### config.mk
export PLATFORM = sky130hd
export DESIGN_NAME = xtal_osc_32k_ctrl
export DESIGN_NICKNAME = d
export VERILOG_FILES = /design/src/rtl/xtal_osc_32k_ctrl.sv
export SDC_FILE = /design/constraint.sdc
export NUM_CORES = 1
export LEC_CHECK = 0
export CAP_MARGIN = 0
export CORE_ASPECT_RATIO = 1.5
export CORE_MARGIN = 2
export CORE_UTILIZATION = 56
export DETAILED_ROUTE_END_ITERATION = 10
export GPL_ROUTABILITY_DRIVEN = 0
export HOLD_SLACK_MARGIN = 0.15
export PLACE_DENSITY = 0.73
export SYNTH_ARGS = -nofsm -noshare
export SYNTH_HDL_FRONTEND = slang
export SYNTH_SLANG_ARGS = --single-unit
### constraint.sdc
create_clock -name clk -period 6.55 [get_ports clk]
set_input_delay 1.31 -clock clk [delete_from_list [all_inputs] [get_ports clk]]
set_output_delay 1.31 -clock clk [all_outputs]
set_load 0.005 [all_outputs]
### src/rtl/xtal_osc_32k_ctrl.sv
// Startup sequencer and clock-good monitor for the 32 kHz crystal oscillator.
// Drives ena/boost, synchronises dout and qualifies each 32 kHz period.
module xtal_osc_32k_ctrl #(
  parameter int CNT_W        = 24,
  parameter int SYNC_STAGES  = 2,
  parameter int BOOST_CYCLES = 50000,
  parameter int GOOD_EDGES   = 1024,
  parameter int PERIOD_MIN   = 280,
  parameter int PERIOD_MAX   = 330,
  parameter int START_TMO    = 2000000
) (
  input  logic             clk,
  input  logic             rst_n,
  input  logic             en,
  input  logic             xtal_dout,
  output logic             xtal_ena,
  output logic             xtal_boost,
  output logic             clk_ok,
  output logic             fail,
  output logic [2:0]       state,
  output logic [CNT_W-1:0] period
);

  typedef enum logic [2:0] {
    IDLE   = 3'd0,
    BOOST  = 3'd1,
    SETTLE = 3'd2,
    RUN    = 3'd3,
    FAIL   = 3'd4
  } state_e;

  localparam logic [CNT_W-1:0] CNT_MAX    = {CNT_W{1'b1}};
  localparam logic [CNT_W-1:0] P_MIN      = CNT_W'(PERIOD_MIN);
  localparam logic [CNT_W-1:0] P_MAX      = CNT_W'(PERIOD_MAX);
  localparam logic [CNT_W-1:0] BOOST_LAST = CNT_W'(BOOST_CYCLES);
  localparam logic [CNT_W-1:0] TMO_LAST   = CNT_W'(START_TMO - 1);
  localparam logic [CNT_W-1:0] GOOD_LAST  = CNT_W'(GOOD_EDGES);

  state_e           state_q, state_d;
  logic [SYNC_STAGES-1:0] sync_q;
  logic             dly_q;
  logic             edge_s;
  logic [CNT_W-1:0] cnt_q, cnt_d;
  logic [CNT_W-1:0] good_q, good_d;
  logic [CNT_W-1:0] boost_q, boost_d;
  logic [CNT_W-1:0] tmo_q, tmo_d;
  logic [CNT_W-1:0] period_q, period_d;
  logic             first_q, first_d;
  logic             in_win, per_tmo;

  // Metastability chain, then one delay flop so a rising dout yields a 1-cycle pulse.
  always_ff @(posedge clk or negedge rst_n) begin
    if (!rst_n) begin
      sync_q <= '0;
      dly_q  <= 1'b0;
    end else begin
      // NOTE: non-blocking assignments so every flop samples the pre-edge values.
      sync_q <= {sync_q[SYNC_STAGES-2:0], xtal_dout};
      dly_q  <= sync_q[SYNC_STAGES-1];
    end
  end

  assign edge_s  = sync_q[SYNC_STAGES-1] & ~dly_q;
  assign in_win  = (cnt_q >= P_MIN) && (cnt_q <= P_MAX);
  assign per_tmo = (cnt_q > P_MAX);

  always_comb begin
    // NOTE: every variable gets a default first so no path can infer a latch.
    state_d  = state_q;
    good_d   = good_q;
    first_d  = first_q;
    boost_d  = boost_q;
    period_d = period_q;
    tmo_d    = (state_q == SETTLE) ? tmo_q + CNT_W'(1) : '0;
    if (state_q == SETTLE || state_q == RUN)
      cnt_d = edge_s ? CNT_W'(1) : ((cnt_q == CNT_MAX) ? cnt_q : cnt_q + CNT_W'(1));
    else
      cnt_d = '0;

    case (state_q)
      IDLE: if (en) begin
        state_d = BOOST;
        boost_d = CNT_W'(1);
      end
      BOOST: if (boost_q >= BOOST_LAST) begin
        state_d = SETTLE;
        boost_d = '0;
        good_d  = '0;
        first_d = 1'b1;
      end else begin
        boost_d = boost_q + CNT_W'(1);
      end
      SETTLE: begin
        // An edge takes priority over a period timeout in the same cycle.
        if (edge_s) begin
          if (first_q) begin
            first_d = 1'b0;
          end else begin
            period_d = cnt_q;
            if (in_win) begin
              good_d = good_q + CNT_W'(1);
            end else begin
              good_d  = '0;
              first_d = 1'b1;
            end
          end
        end else if (per_tmo) begin
          good_d  = '0;
          first_d = 1'b1;
        end
        if (tmo_q >= TMO_LAST)       state_d = FAIL;
        else if (good_d == GOOD_LAST) state_d = RUN;
      end
      RUN: begin
        if (edge_s) begin
          period_d = cnt_q;
          if (!in_win) state_d = FAIL;
        end else if (per_tmo) begin
          state_d = FAIL;
        end
      end
      FAIL: ;
      default: state_d = IDLE;
    endcase

    if (!en) begin
      state_d = IDLE;
      cnt_d   = '0;
      tmo_d   = '0;
      boost_d = '0;
      good_d  = '0;
    end
  end

  // Status outputs are registered from the next state so they change with it.
  always_ff @(posedge clk or negedge rst_n) begin
    if (!rst_n) begin
      state_q    <= IDLE;
      cnt_q      <= '0;
      good_q     <= '0;
      boost_q    <= '0;
      tmo_q      <= '0;
      period_q   <= '0;
      first_q    <= 1'b0;
      xtal_ena   <= 1'b0;
      xtal_boost <= 1'b0;
      clk_ok     <= 1'b0;
      fail       <= 1'b0;
    end else begin
      state_q    <= state_d;
      cnt_q      <= cnt_d;
      good_q     <= good_d;
      boost_q    <= boost_d;
      tmo_q      <= tmo_d;
      period_q   <= period_d;
      first_q    <= first_d;
      xtal_ena   <= (state_d == BOOST) || (state_d == SETTLE) || (state_d == RUN);
      xtal_boost <= (state_d == BOOST);
      clk_ok     <= (state_d == RUN);
      fail       <= (state_d == FAIL);
    end
  end

  assign state  = state_q;
  assign period = period_q;

endmodule
# Yosys cells after proc, flatten, opt, wreduce, memory -nomap -nowiden
# Cells that the tools add are included.
[classes]
addsub = 4
multipliers = 0
div = 0
n_lt_le_gt_ge = 5
n_eq_ne = 19
n_shift = 0
mux = 35
bitwise = 2
n_reduce_logical = 10
[ops]
columns = ["operator", "n"]
rows = [
  ["2-to-1 mux 24 bit", 18],
  ["case mux 24 bit (2 select lines)", 3],
  ["adder 24 x 1 -> 24 bit, second input constant", 4],
  ["equality test 24 x 11 -> 1 bit, second input constant", 1],
  ["equality test 24 bit, second input constant", 1],
  ["greater-or-equal comparator 24 x 16 -> 1 bit, second input constant", 1],
  ["greater-or-equal comparator 24 x 21 -> 1 bit, second input constant", 1],
  ["greater-or-equal comparator 24 x 9 -> 1 bit, second input constant", 1],
  ["greater-than comparator 24 x 9 -> 1 bit, second input constant", 1],
  ["less-or-equal comparator 24 x 9 -> 1 bit, second input constant", 1],
  ["2-to-1 mux 3 bit", 7],
  ["case mux 3 bit (5 select lines)", 1],
  ["equality test 3 x 2 -> 1 bit, second input constant", 4],
  ["inequality test 2 bit, second input constant", 4],
  ["equality test 3 x 1 -> 1 bit, second input constant", 2],
  ["equality test 3 bit, second input constant", 2],
  ["inequality test 3 x 1 -> 1 bit, second input constant", 2],
  ["inequality test 3 bit, second input constant", 2],
  ["2-to-1 mux 1 bit", 5],
  ["inequality test 4 bit, second input constant", 1],
  ["AND reduction 4 bit", 1],
  ["nonzero test 2 bit", 2],
  ["logical NOT 3 bit", 1],
  ["logical OR 1 bit", 3],
  ["6 further kinds", 6],
]
[totals]
ff_bits = 131
latch_bits = 0
mem_bits_rw = 0
romBits = 0
inputBits = 4
output_inout_bits = 31
elab_cells = 88
mem_count = 0

# Depth between registers and ports, before layout
[logic_depth]
word_depth = 14
mapped_depth = 11
depth_no_buf = 9

# Worst setup path after synthesis
# Ideal clock, no wire load.
[synth_path]
path_type = "input port to flip-flop"
from = "input port en"
to = "register boost_q[10]"
setup_time_ps = 110
arrival_ps = 2558
required_ps = 6440
path_slack_ps = 3882
path_stages = 6
n_path_buf = 3
path_cell_list = "clkbuf_1 and3_1 clkbuf_1 nand2_2 buf_2 o41ai_1"
[synth_via]
elab_chain_cells = 1
elab_cells_between_ends = 2
classes_between = "1 x eq/ne; 1 x mux"
[synth_lines]
columns = ["item", "line", "source"]
rows = [
  ["start, declared", "14", "input logic en,"],
  ["inequality test 3 x 1 -> 1 bit (no line) / 2-to-1 mux 24 bit (equally long branches)", "n/a", ""],
  ["end signal, assigned", "153", "boost_q <= boost_d;"],
  ["end, declared", "45", "logic [CNT_W-1:0] boost_q, boost_d;"],
]
# Several ways; a longest one is shown, not always the timed one.
# A chain may end at the register's enable or synchronous reset.

# Final worst setup path
[layout_path]
from = "input port en"
to = "register cnt_q[12]"
[layout_via]
elab_chain_cells = 1
elab_cells_between_ends = 2
classes_between = "1 x eq/ne; 1 x mux"
[layout_lines]
columns = ["item", "line", "source"]
rows = [
  ["inequality test 4 bit (no line) / 2-to-1 mux 24 bit (equally long branches)", "n/a", ""],
  ["end signal, assigned", "151", "cnt_q <= cnt_d;"],
  ["end, declared", "43", "logic [CNT_W-1:0] cnt_q, cnt_d;"],
]
# Several ways; a longest one is shown, not always the timed one.

==> reports/metrics.cfg <==
[run_status]
outcome=finished clean

[timing]
worstMarginPinSlew_ns=1.010
final_hold_viol_count=0
drv_slew=0
fmax_mhz=307.0
finalClockSkew_ns=0.008407
tns_ns=0
fin_ws_ns=3.292
rsz0062_at_grt=false
slew_headroom_pct=32.36
period_share_pct=49.73
finalSetupViolCount=0
min_period_ns=3.258

[cells_and_area]
fillCellCount=978
mostFrequentLayoutCells=dfrtp_1 (131), nor2_1 (72), nand2_1 (66)
multi_input_area_um2=3407
syn2layout_area_growth_pct=13.64
final_cell_count_no_fill=916
final_layout_size_suffix_gt1_share_pct=9.436
seq_area_um2=3278
final_common_cell=dfrtp_1
num_antenna_cells=0
final_net_count=762

[setup_path]
cp_data_required_time_ns=6.80
crit_path_start_kind=input pin
arrival_ns=3.51
r2r_setup_slack_ns=3.52
crit_fanout=24
crit_path_end_kind=flop
critPathKind=input pin to flop

[synth]
synth_top_family_by_area=simple AND/OR/NAND/NOR gates
synthXorXnorAreaFrac_pct=5.057
synth_compound_area_share_pct=16.74
synth_ff_type=dfrtp_1
syn_inst=735
synthSimpleGateAreaFrac_pct=22.59
synth.avg_cell_area_um2=9.426
synthArstFlopShare_pct=100.0
synth_nets=745
synthAdderAreaFrac_pct=1.084
synth-seq-area-share_pct=47.32
yosys_warnings=0
yosysUniqueCellTypes=68
synth_edf_count=0
synth-seq-cells=131
muxShareOfSynthArea_pct=3.702
netlist_area_um2=6928

[clock_tree]
clockBufferDepth=2
cts-hold-fix-buffers=0
cts_resized=0
root_buffer=clkbuf_16
clk_latency_ns=0.42
path_clk_slew_ns=0.06
cts_buffers=17
htree_num_levels=4
post-cts-setup-buffers=0
clkSinkCount=131
cts_tree=built

[power_and_ir_drop]
leakagePower_uw=0.003332
ir_drop_v=0.0001740
power_density_nw_per_um2=226.1

[detailed_routing]
drc=0
via_per_inst=6.293
drtIter0Drc=294
firstDrtPassIters=5
post_drt_wl_per_cell_um=17.51
vias=5764
ant_nets=0
drt_wl_total_um=16040

[floorplanning]
coreArea_um2=12020
rows=49
die_w_um=94.82
io_pins=35
fp.dieH_um=140.2
start_util_pct=57.65
die_area_um2=13300

[place]
dp_cells=886
dp_hpwl_um=10660
portBuffers=34
place_ws_ns=2.884

[global_route]
grt_start_max_net_pins=84
grt_overflow=0
antenna_found_initial=0
grt_usage_pct=25.76
grt_pass1_vias=5768
grt_pass1_wl_um=27190

[flow_run]
drv_cap=0

[min_path]
min_path_type=flop to flop

-- sequential cells by signal, indices dropped and copies added, names as in the netlist --
name        count
state           3
good_q         24
boost_q        24
clk_ok          1
tmo_q          24
xtal_boost      1
xtal_ena        1
fail            1
cnt_q          24
first_q         1
sync_q          2
period         24
dly_q           1
-- logic make-up after synthesis --
group	after synthesis
and+or+nand+nor	301
muxes	23
buffers and inverters	56
adders and majority gates	6
AOI/OAI and AO/OA	178
DFF	131
xor gates and xnor gates	40
-- cells in the mapped netlist, types with 14 or more instances --
master	n	area, um2
a21oi_1	28	140.1
and2_1	19	118.9
and3_1	18	112.6
clkbuf_1	23	86.33
dfrtp_1	131	3278
inv_1	16	60.06
mux2_2	21	236.5
nand2_1	66	247.7
nand3_1	39	195.2
nand4_1	14	87.58
nor2_1	72	270.3
nor3_1	16	80.08
o21ai_0	58	290.3
o21ai_1	15	75.07
xnor2_1	15	131.4
xor2_1	25	219.0
-- critical path, stage by stage --
cell,delay [ns]
clkdlybuf4s50_1,0.63
nand3_1,0.70
o21a_1,0.50
nand3_1,0.14
xor2_1,0.16
nor2_1,0.07
-- stage by stage --
step	util [%]	power, uW	hold slack (ns)	cell area [um2]
5_1_grt	65.51	1833	0.3718	7873
6_report	65.51	1780	0.3628	7873
2_1_floorplan	-	848.4	0.3312	6928
3_5_place_dp	60.79	873.9	0.3620	7305
4_1_cts	65.51	1792	0.3711	7873
3_3_place_gp	60.79	872.6	0.3408	7305
-- per-layer routing --
metal	track usage, %	vias to the layer above	wire length (um)
met5	0	-	0
met4	12.51	0	461
met3	5.218	46	798
met2	43.26	213	8264
met1	31.24	2828	6518
li1	-	2677	-
-- final timing paths --
check | startpoint | end | cells after the start
worst min-delay path | sync_q[0]$_DFF_PN0_ | sync_q[1]$_DFF_PN0_ | 0
min in group asynchronous | rst_n | fail$_DFF_PN0_ | 1
worst max-delay path | en | cnt_q[12]$_DFFE_PN0P_ | 6
worst max register to register | cnt_q[3]$_DFFE_PN0P_ | good_q[3]$_DFFE_PN0P_ | 8
worst min register to register | sync_q[0]$_DFF_PN0_ | sync_q[1]$_DFF_PN0_ | 0
max in group asynchronous | rst_n | good_q[15]$_DFFE_PN0P_ | 2
-- power breakdown --
group          switching, uW  total (uW)  internal, uW
clock                    347         921           574
combinational           32.5        43.2          10.7
sequential              2.77         816           813
total                    382        1780          1400
-- layout make-up --
type / instances / area share, %
clock buffers: 21 / 5.849
inverters: 16 / 0.7629
flip-flops and latches: 131 / 41.64
clock inverters: 9 / 1.367
well taps: 153 / 2.432
multi-input cells: 548 / 43.28
repair buffers: 38 / 4.673
(Power assumes the default switching activity.)
==> variant 1 (config.mk and constraints unchanged) <==
Add an input register stage for `en` and `xtal_dout`; this delays them by one clock.
--- a/src/rtl/xtal_osc_32k_ctrl.sv
+++ b/src/rtl/xtal_osc_32k_ctrl.sv
@@ -37,4 +37,17 @@
   localparam logic [CNT_W-1:0] GOOD_LAST  = CNT_W'(GOOD_EDGES);
 
+  logic en_q;
+  logic xtal_dout_q;
+
+  always_ff @(posedge clk or negedge rst_n) begin
+    if (!rst_n) begin
+      en_q        <= '0;
+      xtal_dout_q <= '0;
+    end else begin
+      en_q        <= en;
+      xtal_dout_q <= xtal_dout;
+    end
+  end
+
   state_e           state_q, state_d;
   logic [SYNC_STAGES-1:0] sync_q;
@@ -56,5 +69,5 @@
     end else begin
       // NOTE: non-blocking assignments so every flop samples the pre-edge values.
-      sync_q <= {sync_q[SYNC_STAGES-2:0], xtal_dout};
+      sync_q <= {sync_q[SYNC_STAGES-2:0], xtal_dout_q};
       dly_q  <= sync_q[SYNC_STAGES-1];
     end
@@ -79,5 +92,5 @@
 
     case (state_q)
-      IDLE: if (en) begin
+      IDLE: if (en_q) begin
         state_d = BOOST;
         boost_d = CNT_W'(1);
@@ -124,5 +137,5 @@
     endcase
 
-    if (!en) begin
+    if (!en_q) begin
       state_d = IDLE;
       cnt_d   = '0;
Formal check against the unedited RTL: not equivalent (a bounded check fails within 4 cycles, from zero or initial values and one cycle with rst_n low).
==> variant 1 against the original RTL <==
Highest routed layer unchanged; via count increased by 0.12%; critical path depth grew 1; sequential cell count rose by 2; wire length is 0.73% lower; worst setup slack better by 0.35 ns; design area grew 1.2%; area after synthesis grew 0.72%; utilization increased by 0.48 points; power increased by 4.2%; first-iteration DRC count increased by 70%.
==> variant 1: results (changes against the original RTL) <==
| Metric | Value |
|---|---|
| Status | `finished, final reports clean (unchanged)` |
| List of most frequent post-synthesis cells | `sky130_fd_sc_hd__dfrtp_1, sky130_fd_sc_hd__nor2_1, sky130_fd_sc_hd__nand2_1 (unchanged)` |
| Arrival time at the worst endpoint | `3.21 ns (was 3.51 ns)` |
| GRT Util Overall | `25.43% (was 25.76%)` |
| Non-clk buf share | `4.568% (was 4.673%)` |
| Stage delay of the slowest cell on the critical path | `0.54 ns (was 0.70 ns)` |
| Leakage component of the power | `3.374 nW (was 3.332 nW)` |
| Number of nets in the layout | `763 (was 762)` |
| Number of optimization iterations in the first detailed-route pass | `8 (was 5)` |
| Routed wire per std cell | `17.33 um (was 17.51 um)` |
| Crit Path Max Fanout | `15 (was 24)` |
| Detailed placer's ending HPWL | `10680 um (was 10660 um)` |
| Global-route wire length before repair | `27270 um (was 27190 um)` |
| Int Power | `1.465 mW (was 1.398 mW)` |
| Power Clock | `986 uW (was 921 uW)` |
| Share of the yosys chip area belonging to registers | `47.70% (was 47.32%)` |
| Skew final | `0.007908 ns (was 0.008407 ns)` |
| Total nets after synthesis | `747 (was 745)` |
| Remaining max-slew budget at the tightest pin | `32.19% (was 32.36%)` |
| Share of cell area taken by multi-input logic gates | `42.75% (was 43.28%)` |
| Worst reg2reg path depth | `7 (was 8)` |
| VDD IR-drop max | `0.0001840 V (was 0.0001740 V)` |
| Maximum clock frequency | `344.3 MHz (was 307.0 MHz)` |
| Number of global-route vias before repair | `5664 (was 5768)` |
| Switching portion of total power | `21.00% (was 21.47%)` |
| Clock buf/inv share | `7.771% (was 7.216%)` |
| Number of sinks on the clock net | `133 (was 131)` |
| Filler cells | `902 (was 978)` |
| Iteration-0 DRC count of the detailed router | `499 (was 294)` |
| Slowest library cell on the worst path | `sky130_fd_sc_hd__or4_1 (was sky130_fd_sc_hd__nand3_1)` |
| Flip-flop and latch power | `829 uW (was 816 uW)` |
## variant 1: changes by cell type after synthesis, sizes merged
cell   change
dfrtp      +2
## variant 1: final timing paths
| check | from | endpoint | slack (ns) |
|---|---|---|---|
| worst max register to register | boost_q[12] | good_q[5] | 3.65 |
| worst min register to register | sync_q[0] | sync_q[1] | 0.35 |
| worst max-delay path | boost_q[12] | good_q[5] | 3.65 |
| min in group asynchronous | rst_n | boost_q[18] | 0.87 |
| max in group asynchronous | rst_n | good_q[18] | 4.41 |
| worst min-delay path | sync_q[0] | sync_q[1] | 0.35 |
## variant 1: per-stage QoR
| step | setup slack (ns) | util, % | cells | hold WS [ns] |
|---|---|---|---|---|
| finish | 3.645 | 65.99 | 919 | 0.3501 |
| global route | 3.418 | 65.99 | 919 | 0.3543 |
| detailed placement | 3.685 | 60.86 | 887 | 0.3355 |
| CTS | 3.657 | 65.99 | 919 | 0.3495 |
| floorplan | 4.356 | - | 737 | 0.3312 |
| global placement | 3.792 | 60.86 | 887 | 0.3373 |
## variant 1: critical path, delay by kind of cell, from the launching register on
family,cells,cell delay [ns]
flops,1,0.43
compound gates,6,1.82
simple gates,1,0.54
## variant 1: kinds of logic (layout without fill, tap and decap cells)
logic type | count (synthesis) | count (layout) | synth area share [%]
mux | 23 | 23 | 3.676
compound gates | 178 | 178 | 16.62
simple gates | 301 | 301 | 22.43
xor+xnor | 40 | 40 | 5.021
flops | 133 | 133 | 47.70
fa+ha+maj | 6 | 6 | 1.076
buf+inv | 56 | 85 | 3.479
## variant 1: routing by layer
metal	vias up	share of wire (%)	GRT usage (%)
met5	-	0	0
met4	0	2.1	9.001
met3	31	4.9	5.184
met2	210	52	42.77
met1	2832	41	32.25
li1	2698	-	-
==> variant 2 (same settings) <==
Without the edit above. Change the parameter `SYNC_STAGES` from 2 to 4.
--- a/src/rtl/xtal_osc_32k_ctrl.sv
+++ b/src/rtl/xtal_osc_32k_ctrl.sv
@@ -3,5 +3,5 @@
 module xtal_osc_32k_ctrl #(
   parameter int CNT_W        = 24,
-  parameter int SYNC_STAGES  = 2,
+  parameter int SYNC_STAGES  = 4,
   parameter int BOOST_CYCLES = 50000,
   parameter int GOOD_EDGES   = 1024,
Check against the original RTL: no difference found for any inputs over 10 cycles, from zero or initial values and one cycle with rst_n low; that may be too few to reach the edited logic, so the function may still have changed.
==> variant 2 against the original RTL <==
Area after synthesis up 1.7%; worst setup slack worse by 0.15 ns; critical path depth increased by 4; synthesized cell count rose by 4.6%; utilization decreased by 0.60 points; power rose by 4.3%; design area up 2.1%; sequential cell count grew 2; first-iteration DRC count increased by 41%; wire length rose by 2.6%; critical path type unchanged; largest power group unchanged.
==> variant 2: results (changes against the original RTL) <==
| Metric | Value |
|---|---|
| Slowest library cell on the worst path | `sky130_fd_sc_hd__clkdlybuf4s50_1 (was sky130_fd_sc_hd__nand3_1)` |
| Setup Fix Bufs, Post-CTS | `0 (unchanged)` |
| Ratio of routed vias to standard cells | `6.203 (was 6.293)` |
| Clock buf/inv share | `7.546% (was 7.216%)` |
| Int Power | `1.442 mW (was 1.398 mW)` |
| Number of distinct library cell variants in the gate-level netlist after synthesis | `66 (was 68)` |
| List of most frequent post-synthesis cells | `sky130_fd_sc_hd__dfrtp_1, sky130_fd_sc_hd__nand2_1, sky130_fd_sc_hd__nor2_1, sky130_fd_sc_hd__o21ai_0, sky130_fd_sc_hd__a21oi_1 (was sky130_fd_sc_hd__dfrtp_1, sky130_fd_sc_hd__nor2_1, sky130_fd_sc_hd__nand2_1)` |
| Standard cell area after detailed placement | `7435 sq um (was 7305 sq um)` |
| Clock Buffer Count | `18 (was 21)` |
| Cell Count, Final, Fillers Out | `958 (was 916)` |
| Status | `finished, final reports clean (unchanged)` |
| Total nets after synthesis | `779 (was 745)` |
| Worst path top cell family by delay | `compound AO/OA/AOI/OAI gates (was simple AND/OR/NAND/NOR gates)` |
| Stage delay of the slowest cell on the critical path | `0.55 ns (was 0.70 ns)` |
| Register cell area after layout | `3328 sq um (was 3278 sq um)` |
| Dpl cells | `926 (was 886)` |
| Leakage component of the power | `3.387 nW (was 3.332 nW)` |
| VDD IR-drop max | `0.0001649 V (was 0.0001740 V)` |
| Filler cells | `998 (was 978)` |
| Fraction of synthesized cell area taken by the top area cell type | `47.26% (was 47.32%)` |
| Flip-flop and latch count after synthesis | `133 (was 131)` |
| Inverters | `14 (was 16)` |
| Count of multi-input gates | `583 (was 548)` |
| Transition time at the pin with the least slew margin | `1.184 ns (was 1.010 ns)` |
| Avg Inst Size Synth | `9.159 sq um (was 9.426 sq um)` |
| Crit Path Max Fanout | `14 (was 24)` |
| Non-clk buf share | `4.761% (was 4.673%)` |
| Number of global-route vias before repair | `5933 (was 5768)` |
| Non-clock buffer instance count of the final layout | `40 (was 38)` |
| Iteration-0 DRC count of the detailed router | `414 (was 294)` |
| Area overhead of the layout relative to synthesis | `14.18% (was 13.64%)` |
| Multi-input gate area in the final layout | `3476 sq um (was 3407 sq um)` |
| Placement Setup Slack | `2.763 ns (was 2.884 ns)` |
| Detailed placer's ending HPWL | `11200 um (was 10660 um)` |
| Share of the yosys chip area belonging to registers | `47.26% (was 47.32%)` |
| Fraction of layout cells with a size suffix above 1 | `9.476% (was 9.436%)` |
| Dominant cells by area after synthesis | `sky130_fd_sc_hd__dfrtp_1, sky130_fd_sc_hd__o21ai_0, sky130_fd_sc_hd__nand2_1 (was sky130_fd_sc_hd__dfrtp_1, sky130_fd_sc_hd__o21ai_0, sky130_fd_sc_hd__nor2_1)` |
| Number of nets in the layout | `799 (was 762)` |
[variant 2: cells by family after synthesis]
kind of cell / share of synthesized area (%)
muxes: 3.180
buffers and inverters: 3.571
adders and majority gates: 1.066
and+or+nand+nor: 24.30
AOI/OAI and AO/OA: 16.52
DFF: 47.26
xor gates and xnor gates: 4.104
[variant 2: layer usage]
metal	vias to the layer above	track usage (%)	part of all wire, %
met3	54	5.842	4.8
met2	199	44.76	52
met5	-	0	0
met4	0	12.78	3.8
met1	2896	30.49	40
li1	2793	-	-
[variant 2: worst paths after layout]
kind	from	cells past startpoint	end	slack [ns]
max	en	10	xtal_boost	3.14
min	sync_q[1]	0	sync_q[2]	0.35
max reg2reg	cnt_q[3]	8	xtal_boost	3.21
min reg2reg	sync_q[1]	0	sync_q[2]	0.35
max in group asynchronous	rst_n	2	good_q[7]	4.32
min in group asynchronous	rst_n	1	period[11]	1.06
